`config.mk`:
```
export PLATFORM = sky130hd
export DESIGN_NAME = gem_frame_tx
export DESIGN_NICKNAME = d
export VERILOG_FILES = /design/src/rtl/gem_frame_tx.sv
export SDC_FILE = /design/constraint.sdc
export NUM_CORES = 1
export LEC_CHECK = 0
export ABC_AREA = 1
export BUFFER_PORTS_ARGS = -buffer_cell sky130_fd_sc_hd__buf_2
export CORE_ASPECT_RATIO = 0.9
export CORE_UTILIZATION = 29
export CTS_BUF_LIST = sky130_fd_sc_hd__clkbuf_16
export CTS_CLUSTER_DIAMETER = 80
export DETAILED_ROUTE_END_ITERATION = 10
export MAX_ROUTING_LAYER = met4
export PLACE_DENSITY = 0.47
export SLEW_MARGIN = 20
export SYNTH_ARGS = -nofsm -noshare
export SYNTH_HDL_FRONTEND = slang
export SYNTH_SLANG_ARGS = --single-unit
```
`constraint.sdc`:
```
create_clock -name clock_160 -period 1.99 [get_ports clock_160]
set_clock_uncertainty 0.05 [all_clocks]
set_input_delay 0.398 -clock clock_160 [delete_from_list [all_inputs] [get_ports clock_160]]
set_output_delay 0.398 -clock clock_160 [all_outputs]
set_load 0.01 [all_outputs]
```
`src/rtl/gem_frame_tx.sv`:
```
// gem_frame_tx
//   Serialises one bunch crossing (BX) of trigger payload per link onto the MGT TX
//   data path. Each BX is FRAMES_PER_BX 16-bit words. Frame 0 carries the low payload
//   byte plus a K-character separator. Frames 1..FRAMES_PER_BX-1 carry the rest of
//   the payload. Links send the idle word FFBC/K while the transmitter is idle or
//   synchronising, and also when the link is masked or the mode is all-idle.
//
//   The per-link word stream is {payload, sep} cut into 16-bit words, LSB first.
//   So frame j >= 1 carries payload[16j+7 -: 16], and the last frame ends at the
//   top payload bit.
//
// Ports
//   clock_160      MGT user clock, one frame per cycle
//   reset_i        synchronous active-high reset
//   ready_i        MGT TX reset-done (synchronous)
//   data_i         payload, link n = data_i[n*DATA_BITS +: DATA_BITS]
//   valid_i        data_i and flags valid at the capture edge
//   overflow_i     more than 8 clusters in this BX
//   bc0_i          BX0 flag
//   resync_i       resync flag
//   bxn_lsbs_i     BX counter LSBs, used for separator rotation
//   link_mask_i    1 = link forced idle
//   mode_i         0 normal, 1 counter pattern, 2/3 all idle
//   tx_data_o      per-link TX data, 16 bits per link
//   tx_isk_o       per-link char-is-K, 2 bits per link
//   bx_strobe_o    high for the cycle ending in each capture edge in RUN
//   running_o      high while in RUN
module gem_frame_tx #(
  parameter int unsigned NUM_LINKS      = 4,
  parameter int unsigned FRAMES_PER_BX  = 4,
  parameter int unsigned FRAME_CTRL_TTC = 1,
  parameter int unsigned SYNC_BX        = 4,
  localparam int unsigned DATA_BITS     = 16 * FRAMES_PER_BX - 8
) (
  input  logic                           clock_160,
  input  logic                           reset_i,
  input  logic                           ready_i,
  input  logic [NUM_LINKS*DATA_BITS-1:0] data_i,
  input  logic                           valid_i,
  input  logic                           overflow_i,
  input  logic                           bc0_i,
  input  logic                           resync_i,
  input  logic [1:0]                     bxn_lsbs_i,
  input  logic [NUM_LINKS-1:0]           link_mask_i,
  input  logic [1:0]                     mode_i,
  output logic [NUM_LINKS*16-1:0]        tx_data_o,
  output logic [NUM_LINKS*2-1:0]         tx_isk_o,
  output logic                           bx_strobe_o,
  output logic                           running_o
);

  localparam int unsigned FcW      = (FRAMES_PER_BX > 1) ? $clog2(FRAMES_PER_BX) : 1;
  localparam int unsigned NumBytes = DATA_BITS / 8;
  localparam logic [15:0] IdleWord = 16'hFFBC;
  localparam logic [1:0]  IdleIsk  = 2'b01;

  typedef enum logic [1:0] {StIdle, StSync, StRun} state_e;

  state_e         state_q, state_d;
  logic [FcW-1:0] frame_q, frame_d;
  logic [7:0]     sync_q, sync_d;   // completed BXs in SYNC
  logic [1:0]     bx_q, bx_d;       // local BX counter for rotation
  logic [7:0]     cnt_q, cnt_d;     // test-pattern counter
  logic           frame_last;
  logic           capture;

  // Capture register: one BX worth of payload, flags and controls
  logic [NUM_LINKS*DATA_BITS-1:0] data_q;
  logic                           bc0_q, resync_q, ovf_q;
  logic [1:0]                     lsbs_q, mode_q;
  logic [NUM_LINKS-1:0]           mask_q;

  logic [NUM_LINKS*16-1:0] tx_data_q, tx_data_d;
  logic [NUM_LINKS*2-1:0]  tx_isk_q, tx_isk_d;

  logic [1:0]                  rot;
  logic [7:0]                  sep;
  logic [DATA_BITS-1:0]        payload;
  logic [16*FRAMES_PER_BX-1:0] stream;
  logic                        send;

  assign frame_last = (frame_q == FcW'(FRAMES_PER_BX - 1));
  assign capture    = frame_last && (state_q != StIdle);

  // Next state
  always_comb begin
    state_d = state_q;
    unique case (state_q)
      StIdle:  if (ready_i) state_d = StSync;
      StSync:  if (frame_last && (sync_q == 8'(SYNC_BX - 1))) state_d = StRun;
      StRun:   state_d = StRun;
      default: state_d = StIdle;
    endcase
    if (!ready_i) state_d = StIdle;
  end

  // Counters
  always_comb begin
    frame_d = '0;
    // Stay at 0 on the IDLE->SYNC edge so SYNC, and hence RUN, starts at frame 0
    if ((state_q != StIdle) && (state_d != StIdle)) begin
      frame_d = frame_last ? '0 : frame_q + 1'b1;
    end

    sync_d = '0;
    if (state_q == StSync) sync_d = frame_last ? sync_q + 8'd1 : sync_q;

    // Zero outside RUN, so it is 0 for the first RUN BX
    bx_d = '0;
    if (state_q == StRun) bx_d = frame_last ? bx_q + 2'd1 : bx_q;

    cnt_d = cnt_q;
    if (state_q == StIdle) begin
      cnt_d = '0;
    end else if ((state_q == StRun) && frame_last) begin
      cnt_d = cnt_q + 8'd1;
    end
  end

  // Separator selection
  assign rot = (FRAME_CTRL_TTC != 0) ? lsbs_q : bx_q;

  always_comb begin
    sep = 8'hBC;
    if (bc0_q) begin
      sep = 8'h1C;
    end else if (resync_q) begin
      sep = 8'h3C;
    end else if (ovf_q) begin
      sep = 8'hFC;
    end else begin
      case (rot)
        2'd0:    sep = 8'hBC;
        2'd1:    sep = 8'hF7;
        2'd2:    sep = 8'hFB;
        default: sep = 8'hFD;
      endcase
    end
  end

  // Output word selection; ready_i low gives idle on the very next edge
  assign send = (state_q == StRun) && ready_i && !mode_q[1];

  always_comb begin
    tx_data_d = {NUM_LINKS{IdleWord}};
    tx_isk_d  = {NUM_LINKS{IdleIsk}};
    payload   = '0;
    stream    = '0;
    for (int n = 0; n < NUM_LINKS; n++) begin
      if (mode_q == 2'd1) begin
        for (int i = 0; i < NumBytes; i++) payload[8*i +: 8] = cnt_q + 8'(i);
      end else begin
        payload = data_q[n*DATA_BITS +: DATA_BITS];
      end
      stream = {payload, sep};
      if (send && !mask_q[n]) begin
        tx_data_d[16*n +: 16] = stream[16*int'(frame_q) +: 16];
        tx_isk_d[2*n +: 2]    = (frame_q == '0) ? 2'b01 : 2'b00;
      end
    end
  end

  always_ff @(posedge clock_160) begin
    if (reset_i) begin
      state_q   <= StIdle;
      frame_q   <= '0;
      sync_q    <= '0;
      bx_q      <= '0;
      cnt_q     <= '0;
      data_q    <= '0;
      bc0_q     <= 1'b0;
      resync_q  <= 1'b0;
      ovf_q     <= 1'b0;
      lsbs_q    <= '0;
      mode_q    <= '0;
      mask_q    <= '0;
      tx_data_q <= {NUM_LINKS{IdleWord}};
      tx_isk_q  <= {NUM_LINKS{IdleIsk}};
    end else begin
      state_q   <= state_d;
      frame_q   <= frame_d;
      sync_q    <= sync_d;
      bx_q      <= bx_d;
      cnt_q     <= cnt_d;
      tx_data_q <= tx_data_d;
      tx_isk_q  <= tx_isk_d;
      if (capture) begin
        data_q   <= valid_i ? data_i : '0;
        bc0_q    <= valid_i & bc0_i;
        resync_q <= valid_i & resync_i;
        ovf_q    <= valid_i & overflow_i;
        lsbs_q   <= bxn_lsbs_i;
        mode_q   <= mode_i;
        mask_q   <= link_mask_i;
      end
    end
  end

  assign tx_data_o   = tx_data_q;
  assign tx_isk_o    = tx_isk_q;
  assign bx_strobe_o = (state_q == StRun) && frame_last;
  assign running_o   = (state_q == StRun);

endmodule

```
==> results_dict.tcl, run 1 <==
set metrics [dict create \
    dr.pass1.iters 6 \
    slew_violations 0 \
    dieHeight_um 215.2 \
    start_kind "register" \
    grt_usage_pct 27.03 \
    cts_max_level 2 \
    clock_latency_ns 0.57 \
    layout-drive-gt1-share_pct 23.73 \
    whs_ns 0.03346 \
    register_area_um2 6479 \
    hp-class "primary input to register" \
    grt_max_degree 228 \
    num_io_pins 313 \
    cts_root_buf "clkbuf_16" \
    path_class "register to output port" \
    ir_drop_mv 0.4372 \
    p_leak_nw 7.272 \
    worst_slack_ns 0.05500 \
    cts_tree "yes" \
    insertedDiodeCount 0 \
    clock.fmax_ghz 0.5168 \
    cts_buffers 38 \
    num_rows 77 \
    required_ns 1.54 \
    ys_ff_latch 323 \
    syn_inst 2044 \
    r2r_setup_slack_ns 0.08 \
    area_growth_pct 28.54 \
    setup_violations 0 \
    antenna_found_initial 2 \
    clockBufferDepth 3 \
    grt-ovfl-total 0 \
    drt_iter0_drc 1461 \
    final_net_count 2625 \
    core-area_um2 49520 \
    port_buffers 308 \
    cp_max_fo 4 \
    synth-edff-count 0 \
    worstMarginPinSlew_ns 1.325 \
    path_clk_slew_ns 0.06 \
    hold_viol 0 \
    routed_via_density 5.100 \
    powerDensity_nw_per_um2 728.2 \
    maxCapViolCount 0 \
    fin_crit_sh_pct 97.24 \
    wire_per_inst_um 22.33 \
    post-route-drc-count 0 \
    postPlaceCellArea_um2 17590 \
    finalPower_mw 13.71 \
    clock-sinks 323 \
    max_stage_delay_ns 0.37 \
    cp.arrival_ns 1.49 \
    endpoint_kind "output port" \
    start_util_pct 29.58 \
    ys_async_sr_fraction_pct 0 \
    fp.dieArea_um2 51410 \
    grt_pass1_wl_mm 98.95 \
    ys_seq_area_share_pct 44.15 \
    outcome "finished, final reports clean" \
    die_w_um 238.9 \
    yosysUniqueCellTypes 39 \
    slew_headroom_pct 11.68 \
    postRouteAntennaNets 0 \
    grt_setup_unrepaired "true" \
    dpl_worst_slack_ns -0.1260 \
    avgSynthCellArea_um2 7.166 \
    place.gp.congestion 0.9782 \
    ys.flop_type "dfxtp_1" \
    post-dp-hpwl_mm 51.80 \
    fillers 5321 \
    yosysWarnings 0 \
    vias 15650 \
    fin_crit_ns 1.935 \
    syn-cell-area_um2 14650 \
    crit_slowest_cell "dfxtp_4" \
    multi_input_area_um2 7086 \
    fin_area_um2 18830 \
    post-route-util_pct 38.02 \
    crit_chain "ha_4, buf_6, nand2_4, inv_2, buf_2" \
    wirelength_mm 68.53 \
    grt_pass1_vias 14980 \
]
logic make-up (layout without fill, tap and decap cells):
group / Yosys count / count (layout) / share of synthesized area, %
and+or+nand+nor: 826 / 826 / 24.43
AOI/OAI and AO/OA: 597 / 597 / 21.77
DFF: 323 / 323 / 44.15
buffers and inverters: 276 / 627 / 8.013
adders and majority gates: 14 / 14 / 1.196
xor gates and xnor gates: 7 / 7 / 0.4186
other: 1 / 4 / 0.02560
layout by cell type, fill, tap and decap left out, types with 5 or more instances in the layout:
master,Yosys,final
nand2_2,6,7
nor2_1,75,74
buf_4,8,129
inv_2,9,15
a21oi_1,402,401
clkinv_1,0,13
nor2_2,4,5
buf_2,78,306
inv_1,94,90
o21ai_0,100,100
a211oi_1,51,51
a31oi_1,6,6
dfxtp_1,323,317
ha_1,14,9
nand3_1,279,278
clkbuf_16,0,39
nand2_1,444,442
clkinv_2,1,6
o21ai_1,22,21
buf_12,0,17
xor2_1,5,5
stage by stage:
step,setup TNS (ns),cells
2_1_floorplan,0,2047
3_3_place_gp,-0.1818,3000
3_5_place_dp,-0.2296,3000
4_1_cts,0,3069
5_1_grt,-0.002085,3069
6_report,0,3069
final cells by class:
type	count	area share (%)
flip-flops and latches	323	34.41
clock buffers	39	5.184
inverters	104	2.133
repair buffers	457	15.38
clock inverters	27	0.7975
multi-input cells	1448	37.64
well taps	671	4.459
sequential cells by signal, indices dropped and copies added, names as in the netlist:
name       count
tx_data_o     64
ovf_q          1
mask_q         4
frame_q        2
sync_q         8
resync_q       1
data_q       224
lsbs_q         2
tx_isk_o       4
mode_q         2
cnt_q          8
state_q        2
bc0_q          1
cell usage after synthesis (all sizes together) (2+ instances only):
master	n	area share, %
ha	14	1.2
or2	2	0.085
o211ai	4	0.21
inv	103	2.6
a211oi	51	2.6
clkbuf	79	2.0
nand2	453	12
o211a	2	0.14
nand3	282	9.7
xnor2	2	0.12
xor2	5	0.30
nor3	4	0.14
a31oi	8	0.43
o21ai	125	4.3
dfxtp	323	44
o32ai	2	0.12
nor2	83	2.5
a21oi	404	14
buf	93	3.3
worst paths after layout:
check            startpoint            end  cells past startpoint
min          link_mask_i[2]      mask_q[2]                      3
max reg2reg        cnt_q[3]  tx_data_o[60]                      9
min reg2reg      data_q[57]     data_q[57]                      2
max              frame_q[0]    bx_strobe_o                      5
worst max-delay path, delay by kind of cell, from the launching register on:
kind	cells	cell delay, ns
adders and majority gates	1	0.17
buffers and inverters	3	0.31
DFF	1	0.37
and+or+nand+nor	1	0.08
metal layers:
layer	global-route usage, %	vias to the layer above	part of all wire, %
met3	4.175	96	6.5
met2	40.54	538	44
met4	8.632	0	2.9
li1	-	7562	-
met5	-	-	0
met1	36.97	7456	46
report_power, final:
| part | internal [mW] | switching (mW) | total [mW] |
|---|---|---|---|
| combinational | 0.265 | 0.412 | 0.677 |
| sequential | 6.47 | 0.00317 | 6.47 |
| clock | 3.67 | 2.90 | 6.56 |
timing repair:
action	4_1_cts	5_1_grt
buffers inserted	2	0
hold buffers	1	0
gates cloned	0	0
endpoints found under the setup margin	5	30
pin swaps	0	1
resized for setup	12	17
endpoints found under the hold margin	1	0
(Power assumes the default switching activity.)
==> run 2: changes to the inputs <==
Settings changed: CTS_BUF_LIST sky130_fd_sc_hd__clkbuf_16 to sky130_fd_sc_hd__clkbuf_8.
==> run 2 against run 1 <==
  * The flow now finishes with violations (max-slew violations)
  * Count of clock-buffer cells in the layout rose by 31
  * Register-to-register slack got worse by 0.04 ns
  * Sequential cell count did not move
  * Sequential share of layout area fell by 3.2 points
  * Cell area rose by 10%
==> results_dict.tcl, run 2 (synthesis gave the netlist of run 1 again) <==
set metrics [dict create \
    outcome "finished, violations left" \
    violations "max-slew violations" \
    start_kind "register" \
    fillers 5196 \
    cp.arrival_ns 2.43 \
    swShare_pct 24.53 \
    fin_crit_ns 1.948 \
    routed_via_density 5.007 \
    wirelength_mm 70.72 \
    dpl_worst_slack_ns -0.1260 \
    grt_setup_unrepaired "true" \
    hp-class "primary input to register" \
    layout-drive-gt1-share_pct 23.36 \
    layout_commonest_cell "nand2_1" \
    num_io_pins 313 \
    place_inst 3000 \
    met3_usage_pct 4.894 \
    postRouteAntennaNets 0 \
    area_growth_pct 41.59 \
    grt_max_degree 228 \
    ir_drop_mv 0.3746 \
    grt_pass1_wl_mm 102.9 \
    switching_power_mw 3.467 \
    seqPwrFrac_pct 45.8 \
    powerDensity_nw_per_um2 681.7 \
    clock.fmax_ghz 0.5133 \
    largest_register_ffs 224 \
    tns_ns 0 \
    slew_violations 107 \
    hold_viol 0 \
    die_w_um 238.9 \
    grt_usage_pct 27.87 \
    use_met2_pct 42.44 \
    largest_register "data_q" \
    clock-sinks 323 \
    required_ns 2.47 \
    setup_violations 0 \
    cts_buffers 58 \
    fin_crit_sh_pct 97.90 \
    post-dp-hpwl_mm 51.80 \
    cts_root_buf "clkbuf_8" \
    r2r_setup_slack_ns 0.04 \
    cts_tree "yes" \
    fin_cells 3289 \
    grt-ovfl-total 0 \
    post-route-drc-count 0 \
    use_met1_pct 37.17 \
    drt_iter0_drc 1448 \
    place.gp.congestion 0.9782 \
    dr.pass1.iters 6 \
    vias 16470 \
    grt_pass1_vias 16100 \
    antenna_found_initial 3 \
    p_comb_share_pct 6.8 \
    multi_input_area_um2 7098 \
    cts_max_level 2 \
    register_area_um2 6482 \
    final_net_count 2822 \
    slew_headroom_pct -12.22 \
    port_buffers 308 \
    path_clk_slew_ns 0.07 \
    start_util_pct 29.58 \
    dieHeight_um 215.2 \
    endpoint_kind "register" \
    maxCapViolCount 0 \
    clockBufferDepth 3 \
    fp.dieArea_um2 51410 \
    num_rows 77 \
    p_int_mw 10.67 \
    worstMarginPinSlew_ns 1.683 \
    wire_per_inst_um 21.50 \
    cp_max_fo 12 \
    grt-busiest-layer "met2" \
    p_leak_nw 8.160 \
    path_class "register to register" \
    core-area_um2 49520 \
    clock_latency_ns 0.67 \
    worst_slack_ns 0.04175 \
    power_frac_clock_pct 47.5 \
    final_cell_mix "442 x nand2_1, 401 x a21oi_1, 316 x dfxtp_1" \
]
## run 2: power groups by stage
stage	clock network, mW	logic (mW)	registers, mW
after detailed placement	0	0.670	6.61
after floorplan	0	0.238	6.61
after global routing	7.14	1.03	6.46
after CTS	6.86	0.941	6.47
final	6.71	0.956	6.47
after global placement	0	0.672	6.61
## run 2: routing by layer
layer  vias to the layer above  part of all wire (%)
met5                         -                     0
met4                         0                   3.3
met3                       116                   6.6
met2                       587                    45
met1                      7794                    45
li1                       7971                     -
## run 2: final cells by class
class	count	share of cell area, %
inverter	104	1.955
sequential	323	31.26
clock buffer	70	4.646
multi-input combinational	1448	34.23
timing repair buffer	634	22.51
clock inverter	37	1.327
antenna	2	0.02413
tap	671	4.049
## run 2: final timing paths
check / endpoint / depth (start not counted) / start
worst min register to register: sync_q[7] / 1 / sync_q[7]
worst max register to register: tx_data_o[17] / 9 / frame_q[0]
worst min-delay path: data_q[212] / 3 / data_i[212]
worst max-delay path: tx_data_o[17] / 9 / frame_q[0]
## run 2: critical path, cell delays in order (launching register included)
cell	delay, ns
dfxtp_4	0.36
buf_4	0.13
clkinv_2	0.26
buf_4	0.31
nand2_1	0.07
inv_1	0.08
buf_4	0.14
o21ai_0	0.06
nand3_1	0.15
o211a_1	0.18
## run 2: what timing repair did
item                       in CTS  in global routing
pin swaps                       2                  4
setup buffers                   4                  1
hold buffers                  176                  0
resized for setup              19                 16
setup endpoints to repair       4                 29
hold endpoints to repair      176                  0
## run 2: per-stage QoR
stage	power [mW]	util (%)	hold slack, ns	instance area [um2]
floorplan	6.851	-	0.3643	14660
global placement	7.285	35.52	0.3909	17590
detailed placement	7.284	35.52	0.3986	17590
CTS	14.27	41.79	0.0007159	20700
global route	14.63	41.87	0.02769	20730
finish	14.14	41.88	0.02381	20740
